### src/rtl/ysyx_23060332_ifu.sv
// Instruction fetch unit: owns the PC and runs one fetch at a time (request, response, hand-off to the IDU).
// Optional macro YSYX_23060332_IFU_MISALIGN_EN: a misaligned redirect traps into a sticky error state.
module ysyx_23060332_ifu #(
   parameter int                ADDR_W   = 32,
   parameter int                DATA_W   = 32,
   parameter logic [ADDR_W-1:0] RESET_PC = 32'h8000_0000
) (
   input  logic              clk,
   input  logic              rst,
   input  logic              jump_en,
   input  logic [ADDR_W-1:0] jump_addr,
   output logic              imem_req_valid,
   input  logic              imem_req_ready,
   output logic [ADDR_W-1:0] imem_req_addr,
   input  logic              imem_rsp_valid,
   output logic              imem_rsp_ready,
   input  logic [DATA_W-1:0] imem_rsp_data,
   output logic              inst_valid_o,
   input  logic              inst_ready_i,
   output logic [DATA_W-1:0] inst_o,
   output logic [ADDR_W-1:0] pc_o,
   output logic              misalign_o
);

`ifdef YSYX_23060332_IFU_MISALIGN_EN
   typedef enum logic [1:0] {
      S_REQ  = 2'd0,
      S_WAIT = 2'd1,
      S_HOLD = 2'd2,
      S_ERR  = 2'd3
   } state_t;
`else
   typedef enum logic [1:0] {
      S_REQ  = 2'd0,
      S_WAIT = 2'd1,
      S_HOLD = 2'd2
   } state_t;
`endif

   localparam logic [ADDR_W-1:0] PC_STEP = ADDR_W'(3'd4);

   state_t            state_r;
   state_t            state_s;
   logic [ADDR_W-1:0] pc_r;
   logic [ADDR_W-1:0] pc_s;
   logic [DATA_W-1:0] inst_r;
   logic [DATA_W-1:0] inst_s;
   logic [ADDR_W-1:0] target_s;
   logic              misalign_r;
   logic              misalign_s;

   // Redirect targets are always word aligned; the low two bits never reach the PC.
   assign target_s = {jump_addr[ADDR_W-1:2], 2'b00};

`ifndef YSYX_23060332_IFU_MISALIGN_EN
   logic unused_s;
   assign unused_s = ^jump_addr[1:0];
`endif

   // State, PC, instruction and error flag registers
   always_ff @(posedge clk or posedge rst) begin
      if (rst) begin
         state_r    <= S_REQ;
         pc_r       <= RESET_PC;
         inst_r     <= {DATA_W{1'b0}};
         misalign_r <= 1'b0;
      end else begin
         state_r    <= state_s;
         pc_r       <= pc_s;
         inst_r     <= inst_s;
         misalign_r <= misalign_s;
      end
   end

   // Next-state logic; the PC moves only when the IDU takes the held instruction
   always_comb begin
      state_s    = state_r;
      pc_s       = pc_r;
      inst_s     = inst_r;
      misalign_s = misalign_r;
      case (state_r)
         S_REQ: begin
            if (imem_req_ready) begin
               state_s = S_WAIT;
            end else begin
               state_s = S_REQ;
            end
         end
         S_WAIT: begin
            if (imem_rsp_valid) begin
               inst_s  = imem_rsp_data;
               state_s = S_HOLD;
            end else begin
               state_s = S_WAIT;
            end
         end
         S_HOLD: begin
            if (inst_ready_i) begin
`ifdef YSYX_23060332_IFU_MISALIGN_EN
               if (jump_en && (jump_addr[1:0] != 2'b00)) begin
                  misalign_s = 1'b1;
                  state_s    = S_ERR;
               end else if (jump_en) begin
                  pc_s    = target_s;
                  state_s = S_REQ;
               end else begin
                  pc_s    = pc_r + PC_STEP;
                  state_s = S_REQ;
               end
`else
               if (jump_en) begin
                  pc_s = target_s;
               end else begin
                  pc_s = pc_r + PC_STEP;
               end
               state_s = S_REQ;
`endif
            end else begin
               state_s = S_HOLD;
            end
         end
`ifdef YSYX_23060332_IFU_MISALIGN_EN
         S_ERR: begin
            state_s = S_ERR;
         end
`endif
         default: begin
            state_s = S_REQ;
         end
      endcase
   end

   // Handshake outputs decode the state register only, so no input reaches them combinationally.
   assign imem_req_valid = (state_r == S_REQ);
   assign imem_rsp_ready = (state_r == S_WAIT);
   assign inst_valid_o   = (state_r == S_HOLD);
   assign imem_req_addr  = pc_r;
   assign pc_o           = pc_r;
   assign inst_o         = inst_r;

`ifdef YSYX_23060332_IFU_MISALIGN_EN
   assign misalign_o = misalign_r;
`else
   assign misalign_o = 1'b0;
`endif

endmodule

### config.mk
export PLATFORM = sky130hd
export DESIGN_NAME = ysyx_23060332_ifu
export DESIGN_NICKNAME = d
export VERILOG_FILES = /design/src/rtl/ysyx_23060332_ifu.sv
export SDC_FILE = /design/constraint.sdc
export NUM_CORES = 1
export LEC_CHECK = 0
export CAP_MARGIN = 20
export CORE_ASPECT_RATIO = 1.4
export CORE_MARGIN = 3
export CORE_UTILIZATION = 37
export DETAILED_ROUTE_END_ITERATION = 10
export PLACE_DENSITY_LB_ADDON = 0.1
export SYNTH_ARGS = -nofsm -noshare
export SYNTH_HDL_FRONTEND = slang
export SYNTH_SLANG_ARGS = --single-unit
### constraint.sdc
create_clock -name clk -period 2 [get_ports clk]
set_clock_uncertainty 0.15 [all_clocks]
set_input_delay 0.3 -clock clk [delete_from_list [all_inputs] [get_ports clk]]
set_output_delay 0.3 -clock clk [all_outputs]
set_load 0.005 [all_outputs]
==> results of run 1 <==
how the worst min path moves through the flow:
stage,slack [ps],end,startpoint
floorplan,240,state_r[0],imem_rsp_valid
global placement,310,state_r[0],state_r[1]
detailed placement,320,state_r[0],state_r[1]
CTS,290,imem_req_addr[27],jump_en
global route,310,imem_req_addr[27],jump_en
finish,300,imem_req_addr[27],jump_en
where the power goes:
| group | switching [mW] | total (mW) | leakage (nW) | internal, mW |
|---|---|---|---|---|
| combinational | 1.28 | 3.62 | 1.37 | 2.34 |
| clock | 0.558 | 1.46 | 0.141 | 0.901 |
| sequential | 0.420 | 2.30 | 0.760 | 1.88 |
| total | 2.26 | 7.38 | 2.28 | 5.13 |
stage by stage:
stage	setup WS [ps]	area, um^2
detailed placement	-7.988	5303
finish	86.61	5622
global route	-22.79	5622
floorplan	20.89	3552
global placement	38.83	5303
CTS	41.15	5602
Yosys cell counts, types with 2 or more instances:
| cell type | count | area, um^2 |
|---|---|---|
| sky130_fd_sc_hd__and2_1 | 4 | 25.02 |
| sky130_fd_sc_hd__o22ai_1 | 3 | 18.77 |
| sky130_fd_sc_hd__nand3_1 | 16 | 80.08 |
| sky130_fd_sc_hd__and3_1 | 5 | 31.28 |
| sky130_fd_sc_hd__nor3_1 | 16 | 80.08 |
| sky130_fd_sc_hd__inv_1 | 5 | 18.77 |
| sky130_fd_sc_hd__a21oi_1 | 16 | 80.08 |
| sky130_fd_sc_hd__clkbuf_1 | 13 | 48.80 |
| sky130_fd_sc_hd__buf_4 | 35 | 262.8 |
| sky130_fd_sc_hd__mux2i_1 | 2 | 20.02 |
| sky130_fd_sc_hd__a22oi_1 | 4 | 30.03 |
| sky130_fd_sc_hd__mux2_2 | 32 | 360.4 |
| sky130_fd_sc_hd__o22a_1 | 4 | 35.03 |
| sky130_fd_sc_hd__buf_1 | 5 | 18.77 |
| sky130_fd_sc_hd__a311oi_1 | 7 | 61.31 |
| sky130_fd_sc_hd__dfrtp_1 | 63 | 1577 |
| sky130_fd_sc_hd__nor2_1 | 19 | 71.32 |
| sky130_fd_sc_hd__nor2b_1 | 5 | 31.28 |
| sky130_fd_sc_hd__and4_1 | 2 | 17.52 |
| sky130_fd_sc_hd__buf_2 | 3 | 15.01 |
| sky130_fd_sc_hd__a31oi_1 | 5 | 31.28 |
| sky130_fd_sc_hd__nand2_1 | 25 | 93.84 |
| sky130_fd_sc_hd__o21a_1 | 3 | 22.52 |
| sky130_fd_sc_hd__a2bb2oi_1 | 3 | 26.28 |
| sky130_fd_sc_hd__nor4_1 | 3 | 18.77 |
| sky130_fd_sc_hd__nand4_1 | 7 | 43.79 |
| sky130_fd_sc_hd__o21ai_0 | 25 | 125.1 |
| sky130_fd_sc_hd__a211oi_1 | 4 | 30.03 |
| sky130_fd_sc_hd__or3_1 | 10 | 62.56 |
cell usage in the layout, fill, tap and decap left out, drive strengths merged, types with 2 or more instances in the layout:
cell type / count
a211oi: 4
a21oi: 17
a22oi: 4
a2bb2oi: 3
a311oi: 7
a31oi: 5
and2: 4
and3: 5
and4: 2
buf: 44
clkbuf: 11
clkdlybuf4s50: 161
clkinv: 4
clkinvlp: 2
conb: 5
dfrtp: 63
inv: 4
mux2: 32
mux2i: 2
nand2: 25
nand3: 16
nand4: 8
nor2: 19
nor2b: 5
nor3: 16
nor4: 5
o21a: 3
o21ai: 25
o22a: 4
o22ai: 3
or3: 10
what timing repair did:
item | 4_1_cts | 5_1_grt
endpoints found under the setup margin | 4 | 10
buffers inserted | 1 | 2
pin swaps | 1 | 5
gates resized for setup | 2 | 1
final cells by class:
cell class              instances  area, um^2  share of cell area
clock buffers                  11       252.7             0.04496
clock inverters                 5       31.28            0.005564
inverters                       5       22.52            0.004006
multi-input cells             241        1589              0.2827
flip-flops and latches         64        1603              0.2851
well taps                     107       133.9             0.02381
repair buffers                205        1989              0.3539
tightest hold or removal path, delay by kind of cell:
kind / cells / cell delay, ps
AO/OA/AOI/OAI: 2 / 240
buffers and inverters: 1 / 200
kinds of logic (layout without fill, tap and decap cells):
logic type / after synthesis / after routing / share of synthesized area
compound gates: 84 / 84 / 0.1548
other cells: 1 / 5 / 0.001061
simple gates: 117 / 117 / 0.1749
mux: 34 / 34 / 0.1077
flops: 64 / 64 / 0.4536
fa+ha+maj: 1 / 1 / 0.003541
buf+inv: 62 / 226 / 0.1045
state kept, by name (all words and copies together) (netlist names):
register	cells
inst_o	32
imem_req_addr	30
state_r	2
metal layers:
metal  up-vias  global-route usage  routed length, um
met5         -                   0                  0
met4         0             0.06616                106
met3         8             0.03518                650
met2       137              0.3291               5338
met1      1605              0.2389               4348
li1       1617                   -                  -
==> implementation parameters, run 1 <==
Parameter                              Value

STA
  Slew Limit Fails ... 0
  Maximum frequency from static timing analysis ... 522.6 MHz
  Shortest period the worst path allows ... between 1500 and 2000 ps
  Final setup violation count ... 0
  Final clock period utilization by the worst path ... 0.9567
  Number of hold violations in the final report ... 0
  Worst hold margin ... 303.6 ps
  Setup tns final ... 0 ps
  Setup repair after global routing missed its margin ... yes

Setup path
  Kind of launch point of the worst setup path ... flop
  Critical path depth ... 2
  Launching point of the worst reg2reg path ... imem_req_addr[11]
  CP endpoint kind ... output pin
  Chain of cells forming the critical path ... nor2b_1 > clkdlybuf4s50_1
  Data required, critical path ... 1550 ps
  CP max stage cell ... sky130_fd_sc_hd__clkdlybuf4s50_1
  Number of cells traversed by the worst register-to-register path ... 5
  Crit-path max cell delay ... 540 ps
  Minimum setup slack among reg-to-reg paths ... 90 ps
  Crit path capture ... imem_rsp_ready
  Endpoint of the worst-slack reg-to-reg timing path ... imem_req_addr[23]
  Largest fanout of any net on the critical path ... 5
  Count of buffering cells on the critical path with inverters included ... 1
  Type of the worst setup path ... reg -> out
  Worst path top cell family by delay ... buffers and inverters
  Start point of the critical path ... state_r[0]
  Arrival time at the worst endpoint ... 1460 ps

Power
  PnR Total Power ... 7.383 mW
  Static Leak ... between 2 and 2.5 nW
  Largest vdd supply drop ... 0.6948 mV
  Pwr Density ... ~1300 nW/um^2

CTS
  Number of buffers inserted for hold repair after clock tree synthesis ... 0
  Clock latency on the worst-skew pair ... 320 ps
  TritonCTS clock tree ... built
  Root Buffer ... sky130_fd_sc_hd__clkbuf_16
  Count of clock tree sinks ... 64
  Maximum level of the CTS H-tree ... 3
  Clock-pin slew on the worst setup and hold paths ... roughly 60 ps
  Maximum clock insertion buffer count ... 2
  TritonCTS Buffers ... 9

Global routing
  Antenna violations before repair ... 0
  Congestion Overflow GR ... 0
  Maximum number of pins on one net before global-route repair ... 35
  Wire length of the first global-routing pass ... 16260 um
  Number of global-route vias before repair ... approximately 3300
  GR Util All Layers ... 0.1919

Worst hold path
  Hold Crit Depth ... 3
  Worst hold-check path type ... in -> reg

Yosys
  Mean instance size in the synthesized netlist ... 9.734 um^2
  Synth warnings ... 0
  Async SR Flop Fraction ... 1.000
  Unique masters post-synth ... 48
  Main flop type after synthesis ... sky130_fd_sc_hd__dfrtp_1
  Number of flops mapped to enable cells by yosys ... 0
  Portion of the post-synthesis area used by sequential elements ... 0.4536
  Gate count of the mapped netlist ... 363
  Number of synthesized register bits ... 64
  Cell area after synthesis ... 3533 um^2

Final layout
  Ant. Diodes ... 0
  Synth-to-Final Area Change ... 59.10%
  Count of non-filler cells in the finished layout ... 638
  Total number of nets in the final design ... 597
  Number of fill cells in the layout ... 825
  Ratio of cells with drive above 1 in the final layout ... 0.1921
  Final cell utilization of the core ... 0.6122

Job
  Total of max-cap violations ... 0

Detailed routing
  Average wire per standard cell ... 16.37 um
  DRC ... 0
  Via/cell ratio ... about 5.3
  Initial DRC Count ... 195
  Total via count in the routed design ... 3367
  Post-route antenna net violation count ... 0
  Total routed wirelength ... 10440 um
  Drt pass-1 iters ... 4

Floorplanning
  Die extent in y ... 121.6 um
  Die footprint ... 10770 um^2
  Placeable core area ... a little over 9000 um^2
  Initial core utilization ... 0.3848
  Boundary pin count ... 170
  Row count ... 41
  Horiz. Die Dim ... 88.59 um

Place
  Weighted congestion at the end of routability-driven global placement ... 0.8381
  Dpl cells ... 619
  Sum of net half-perimeters after detailed placement ... 7838 um
  Port Buffers ... 162

Run status
  Status ... complete, no violations
Power figures use the tool's default switching activity.
==> inputs of run 2 (changes only) <==
--- a/config.mk
+++ b/config.mk
@@ -14,3 +14,4 @@
 export SYNTH_ARGS = -nofsm -noshare
 export SYNTH_HDL_FRONTEND = slang
 export SYNTH_SLANG_ARGS = --single-unit
+export TNS_END_PERCENT = 1
==> run 2 against run 1 <==
  * Global-route usage about the same
  * Clock power about the same
  * Sequential share of layout area increased by 0.11 points
  * Fmax decreased by 0.54%
  * Total power decreased by 0.38%
  * Critical endpoint is now imem_req_addr[27]
  * Critical path depth increased by 3
  * First-iteration DRC count increased by 8.2%
  * Die area unchanged
  * Combinational power about the same
  * Register-to-register slack about the same
  * Sequential power about the same
  * Final area decreased by 0.40%
  * Largest power group unchanged
==> implementation parameters, run 2 (synthesis gave the netlist of run 1 again) <==
Parameter                              Value

Run status
  Status ... complete, no violations

Floorplanning
  Initial core utilization ... 0.3848 (unchanged)
  Row count ... 41 (unchanged)
  Horiz. Die Dim ... 88.59 um (unchanged)
  Boundary pin count ... 170 (unchanged)
  Die footprint ... 10770 um^2 (unchanged)
  Die extent in y ... 121.6 um (unchanged)
  Placeable core area ... 9183 um^2 (unchanged)

Detailed routing
  Post-route antenna net violation count ... 0 (unchanged)
  Via/cell ratio ... 5.280 (about the same)
  Average wire per standard cell ... 16.34 um (-0.16%)
  Initial DRC Count ... 211 (+8.2%)
  Drt pass-1 iters ... 4 (unchanged)
  Total via count in the routed design ... 3353 (-0.42%)
  DRC ... 0 (unchanged)
  Total routed wirelength ... 10380 um (-0.63%)

Setup path
  Kind of launch point of the worst setup path ... flop
  Type of the worst setup path ... reg -> reg
  Data required, critical path ... 2060 ps (+510 ps)
  Largest fanout of any net on the critical path ... 5 (unchanged)
  CP endpoint kind ... flop
  Arrival time at the worst endpoint ... 1990 ps (+530 ps)

Place
  Port Buffers ... 162 (unchanged)
  Weighted congestion at the end of routability-driven global placement ... 0.8381 (unchanged)
  Sum of net half-perimeters after detailed placement ... 7838 um (unchanged)

CTS
  Clock-pin slew on the worst setup and hold paths ... 60 ps (about the same)
  Number of buffers inserted for hold repair after clock tree synthesis ... 0 (unchanged)
  Maximum level of the CTS H-tree ... 3 (unchanged)
  Clock latency on the worst-skew pair ... 320 ps (about the same)
  TritonCTS clock tree ... built
  TritonCTS Buffers ... 9 (unchanged)
  Count of clock tree sinks ... 64 (unchanged)
  Maximum clock insertion buffer count ... 2 (unchanged)
  Root Buffer ... sky130_fd_sc_hd__clkbuf_16
  Buffers inserted during post-CTS setup optimization ... 0 (-1)

STA
  Setup tns final ... 0 ps (unchanged)
  Final setup violation count ... 0 (unchanged)
  Slew Limit Fails ... 0 (unchanged)
  Shortest period the worst path allows ... 1924 ps (+10.38 ps)
  Number of hold violations in the final report ... 0 (unchanged)
  Maximum frequency from static timing analysis ... 519.8 MHz (-0.54%)
  Setup repair after global routing missed its margin ... yes
  Final clock period utilization by the worst path ... 0.9619 (+0.005190)

Power
  Largest vdd supply drop ... 0.6943 mV (about the same)
  Internal power component ... 5.107 mW (-0.39%)
  Net Sw Power ... 2.248 mW (-0.36%)
  PnR Total Power ... 7.355 mW (-0.38%)
  Comb power frac ... 0.489 (-0.002)
  Fraction of power consumed by the clock network ... 0.198 (about the same)
  Static Leak ... 2.260 nW (-0.69%)
  Pwr Density ... 1314 nW/um^2 (about the same)
  Switching share of total power ... 0.3056 (about the same)
  Sequential fraction of design power ... 0.313 (about the same)

Job
  Total of max-cap violations ... 0 (unchanged)

Global routing
  Antenna violations before repair ... 0 (unchanged)
  Wire length of the first global-routing pass ... 16220 um (-0.25%)
  Number of global-route vias before repair ... 3315 (-0.21%)
  GR Util All Layers ... 0.1914 (-0.0004171)
  Congestion Overflow GR ... 0 (unchanged)
  Maximum number of pins on one net before global-route repair ... 35 (unchanged)

Final layout
  Total number of nets in the final design ... 594 (-0.50%)
  Ant. Diodes ... 0 (unchanged)
  Top library cells by usage in the layout, fill and taps aside ... sky130_fd_sc_hd__clkdlybuf4s50_1, sky130_fd_sc_hd__dfrtp_1, sky130_fd_sc_hd__buf_4
  Ratio of cells with drive above 1 in the final layout ... 0.1875 (-0.004590)
  Largest register FFs ... 32 (unchanged)
  Synth-to-Final Area Change ... 58.46%
  Most frequent standard cell in the layout excluding fill and tap cells ... sky130_fd_sc_hd__clkdlybuf4s50_1

Worst hold path
  Worst hold-check path type ... in -> reg
-- run 2: cell count changes in the layout (fill, tap and decap cells not counted), sizes merged --
cell	delta
buf	-3
-- run 2: metal layers --
| layer | up-vias | wire length, um | global-route usage | part of all wire |
|---|---|---|---|---|
| met4 | 0 | 131 | 0.06616 | 0.013 |
| met3 | 10 | 631 | 0.03518 | 0.061 |
| li1 | 1612 | - | - | - |
| met2 | 132 | 5255 | 0.3291 | 0.51 |
| met5 | - | 0 | 0 | 0 |
| met1 | 1599 | 4359 | 0.2376 | 0.42 |
-- run 2: metrics by stage --
stage               worst slack, ps  instances  hold WS, ps  utilization  area, um^2
global placement              38.83        619        311.0       0.5775        5303
CTS                           46.50        635        287.9       0.6092        5594
global route                 -30.73        635        305.5       0.6098        5599
detailed placement           -7.988        619        319.5       0.5775        5303
finish                        76.23        635        295.6       0.6098        5599
floorplan                     20.89        367        244.6            -        3552
-- run 2: cell type report --
class                           instances  area, um^2
Clock buffer                           11       252.7
Sequential cell                        64        1603
Fill cell                             827        3583
Multi-Input combinational cell        241        1589
Tap cell                              107       133.9
Clock inverter                          5       31.28
Inverter                                5       22.52
Timing Repair Buffer                  202        1967
-- run 2: critical path, stage by stage, from the launching register on --
cell                      delay [ps]
sky130_fd_sc_hd__dfrtp_1         400
sky130_fd_sc_hd__nand3_1         160
sky130_fd_sc_hd__or3_4           450
sky130_fd_sc_hd__nor4_4          360
sky130_fd_sc_hd__a32o_1          250
sky130_fd_sc_hd__a21oi_2          60
-- run 2: final timing paths --
path                                        from                end  slack [ps]  depth (start not counted)
worst min register to register        state_r[1]         state_r[0]         340                          1
max in group asynchronous                    rst  imem_req_addr[31]        1070                          3
worst min-delay path                     jump_en  imem_req_addr[27]         300                          3
worst max register to register  imem_req_addr[2]  imem_req_addr[27]          80                          5
worst max-delay path            imem_req_addr[2]  imem_req_addr[27]          80                          5
min in group asynchronous                    rst  imem_req_addr[21]         310                          3
-- run 2: what timing repair did --
item                                    CTS  global route
endpoints found under the setup margin    4             5
pin swaps                                 0             2
hold endpoints to repair                  0             0
resized for setup                         2             1
cloned                                    0             0
-- run 2: power groups by stage --
stage          clock network, mW  logic (mW)  registers (mW)
4_1_cts                     1.49        3.66            2.30
5_1_grt                     1.55        3.93            2.38
6_report                    1.46        3.59            2.30
3_3_place_gp                   0        3.58            2.28
3_5_place_dp                   0        3.63            2.32
2_1_floorplan                  0        1.43            2.41
==> inputs of run 3 (changes only) <==
--- a/config.mk
+++ b/config.mk
@@ -11,6 +11,7 @@
 export CORE_UTILIZATION = 37
 export DETAILED_ROUTE_END_ITERATION = 10
 export PLACE_DENSITY_LB_ADDON = 0.1
+export SKIP_CTS_REPAIR_TIMING = 1
 export SYNTH_ARGS = -nofsm -noshare
 export SYNTH_HDL_FRONTEND = slang
 export SYNTH_SLANG_ARGS = --single-unit
==> run 3 against run 2 <==
  * Combinational power is essentially flat
  * Cell count grew 0.31%
  * Non-clock buffer count grew 2
  * Fmax shrank 0.68%
  * Die area is the same
  * Highest routed layer unchanged
  * Sequential share of layout area shrank 0.083 points
  * Core utilization grew 0.18 points
  * Worst setup slack lost 13 ps
  * Total power grew 0.27%
  * Worst hold slack lost 14 ps
  * Global-route usage is essentially flat
==> implementation parameters, run 3 (synthesis gave the netlist of run 1 again) <==
Parameter                              Value

Run status
  Status ... complete, no violations

Detailed routing
  Initial DRC Count ... 231 (+9.5%)
  Via/cell ratio ... 5.270 (-0.20%)
  Average wire per standard cell ... 16.27 um (-0.43%)
  Total via count in the routed design ... 3357 (+0.12%)
  Total routed wirelength ... 10370 um (-0.12%)
  DRC ... 0 (unchanged)
  Post-route antenna net violation count ... 0 (unchanged)
  Drt pass-1 iters ... 5 (+1)

CTS
  Count of clock tree sinks ... 64 (unchanged)
  Root Buffer ... sky130_fd_sc_hd__clkbuf_16
  Clock-pin slew on the worst setup and hold paths ... 60 ps (about the same)
  Clock latency on the worst-skew pair ... 320 ps (about the same)
  Maximum level of the CTS H-tree ... 3 (unchanged)
  TritonCTS Buffers ... 9 (unchanged)
  TritonCTS clock tree ... built
  Maximum clock insertion buffer count ... 2 (unchanged)

Setup path
  Minimum setup slack among reg-to-reg paths ... 60 ps (about the same)
  Kind of launch point of the worst setup path ... flop
  Type of the worst setup path ... reg -> reg
  Arrival time at the worst endpoint ... 2000 ps (about the same)
  Data required, critical path ... 2060 ps (about the same)
  CP endpoint kind ... flop
  Largest fanout of any net on the critical path ... 5 (unchanged)

Final layout
  Final cell utilization of the core ... 0.6115 (+0.001771)
  Largest register FFs ... 32 (unchanged)
  Count of non-filler cells in the finished layout ... 637 (+0.31%)
  Ratio of cells with drive above 1 in the final layout ... 0.1925 (+0.004953)
  Total number of nets in the final design ... 596 (+0.34%)
  Top library cells by usage in the layout, fill and taps aside ... sky130_fd_sc_hd__clkdlybuf4s50_1, sky130_fd_sc_hd__dfrtp_1, sky130_fd_sc_hd__buf_4
  Synth-to-Final Area Change ... 58.92%
  Most frequent standard cell in the layout excluding fill and tap cells ... sky130_fd_sc_hd__clkdlybuf4s50_1
  Ant. Diodes ... 0 (unchanged)

STA
  Final setup violation count ... 0 (unchanged)
  Final clock period utilization by the worst path ... 0.9685 (+0.006621)
  Number of hold violations in the final report ... 0 (unchanged)
  Maximum frequency from static timing analysis ... 516.3 MHz (-0.68%)
  Slew Limit Fails ... 0 (unchanged)
  Setup repair after global routing missed its margin ... yes
  Shortest period the worst path allows ... 1937 ps (+13.24 ps)

Power
  Static Leak ... 2.275 nW (+0.67%)
  PnR Total Power ... 7.375 mW (+0.27%)
  Largest vdd supply drop ... 0.6955 mV (+0.17%)
  Pwr Density ... 1313 nW/um^2 (about the same)

Place
  Weighted congestion at the end of routability-driven global placement ... 0.8381 (unchanged)
  Dpl cells ... 619 (unchanged)
  Port Buffers ... 162 (unchanged)
  Sum of net half-perimeters after detailed placement ... 7838 um (unchanged)

Global routing
  Wire length of the first global-routing pass ... 16230 um (about the same)
  Maximum number of pins on one net before global-route repair ... 35 (unchanged)
  GR Util All Layers ... 0.1916 (about the same)
  Congestion Overflow GR ... 0 (unchanged)
  Antenna violations before repair ... 0 (unchanged)
  Number of global-route vias before repair ... 3315 (unchanged)

Floorplanning
  Die footprint ... 10770 um^2 (unchanged)
  Boundary pin count ... 170 (unchanged)
  Placeable core area ... 9183 um^2 (unchanged)
  Initial core utilization ... 0.3848 (unchanged)
  Die extent in y ... 121.6 um (unchanged)
  Horiz. Die Dim ... 88.59 um (unchanged)
  Row count ... 41 (unchanged)

Worst hold path
  Worst hold-check path type ... in -> reg

Job
  Total of max-cap violations ... 0 (unchanged)
[run 3: cell types whose count changed in the layout (fill, tap and decap cells not counted), sizes merged]
cell / change
buf: +2
[run 3: critical path, cell delays in order (launching register included)]
cell                        delay (ps)
sky130_fd_sc_hd__dfrtp_1           420
sky130_fd_sc_hd__nand4_1           130
sky130_fd_sc_hd__or3_4             430
sky130_fd_sc_hd__nor4_4            390
sky130_fd_sc_hd__a2bb2oi_1         120
sky130_fd_sc_hd__o22a_1            190
[run 3: layout make-up]
| cell class | instances | area [um^2] |
|---|---|---|
| clock buffer | 11 | 252.7 |
| clock inverter | 5 | 31.28 |
| fill | 824 | 3567 |
| inverter | 5 | 22.52 |
| multi-input combinational | 241 | 1590 |
| sequential | 64 | 1603 |
| tap | 107 | 133.9 |
| timing repair buffer | 204 | 1982 |
[run 3: path summary, 6_finish.rpt]
check	from	end	depth (start not counted)
min reg2reg	state_r[1]	state_r[0]	1
min	jump_en	imem_req_addr[27]	3
max	imem_req_addr[11]	imem_req_addr[23]	5
max reg2reg	imem_req_addr[11]	imem_req_addr[23]	5
min in group asynchronous	rst	imem_req_addr[21]	3
max in group asynchronous	rst	imem_req_addr[31]	3
[run 3: metal layers]
layer / vias up / wire length [um] / GRT usage
met2: 135 / 5343 / 0.3287
met1: 1598 / 4305 / 0.2385
met5: - / 0 / 0
li1: 1618 / - / -
met3: 6 / 638 / 0.03518
met4: 0 / 78 / 0.06616
[run 3: report_power, final]
part	total [mW]	switching, mW	internal, mW	leakage [nW]
clock network	1.45	0.554	0.901	0.141
registers	2.30	0.421	1.88	0.760
logic	3.62	1.27	2.34	1.37
total	7.37	2.25	5.13	2.27
[run 3: through the flow]
stage	hold slack (ps)	setup slack, ps	TNS, ps	cell area (um^2)
2_1_floorplan	244.6	20.89	0	3552
3_3_place_gp	311.0	38.83	0	5303
3_5_place_dp	319.5	-7.988	-16.32	5303
4_1_cts	287.9	-22.74	-52.90	5587
5_1_grt	288.2	-22.79	-26.65	5615
6_report	281.4	62.99	0	5615
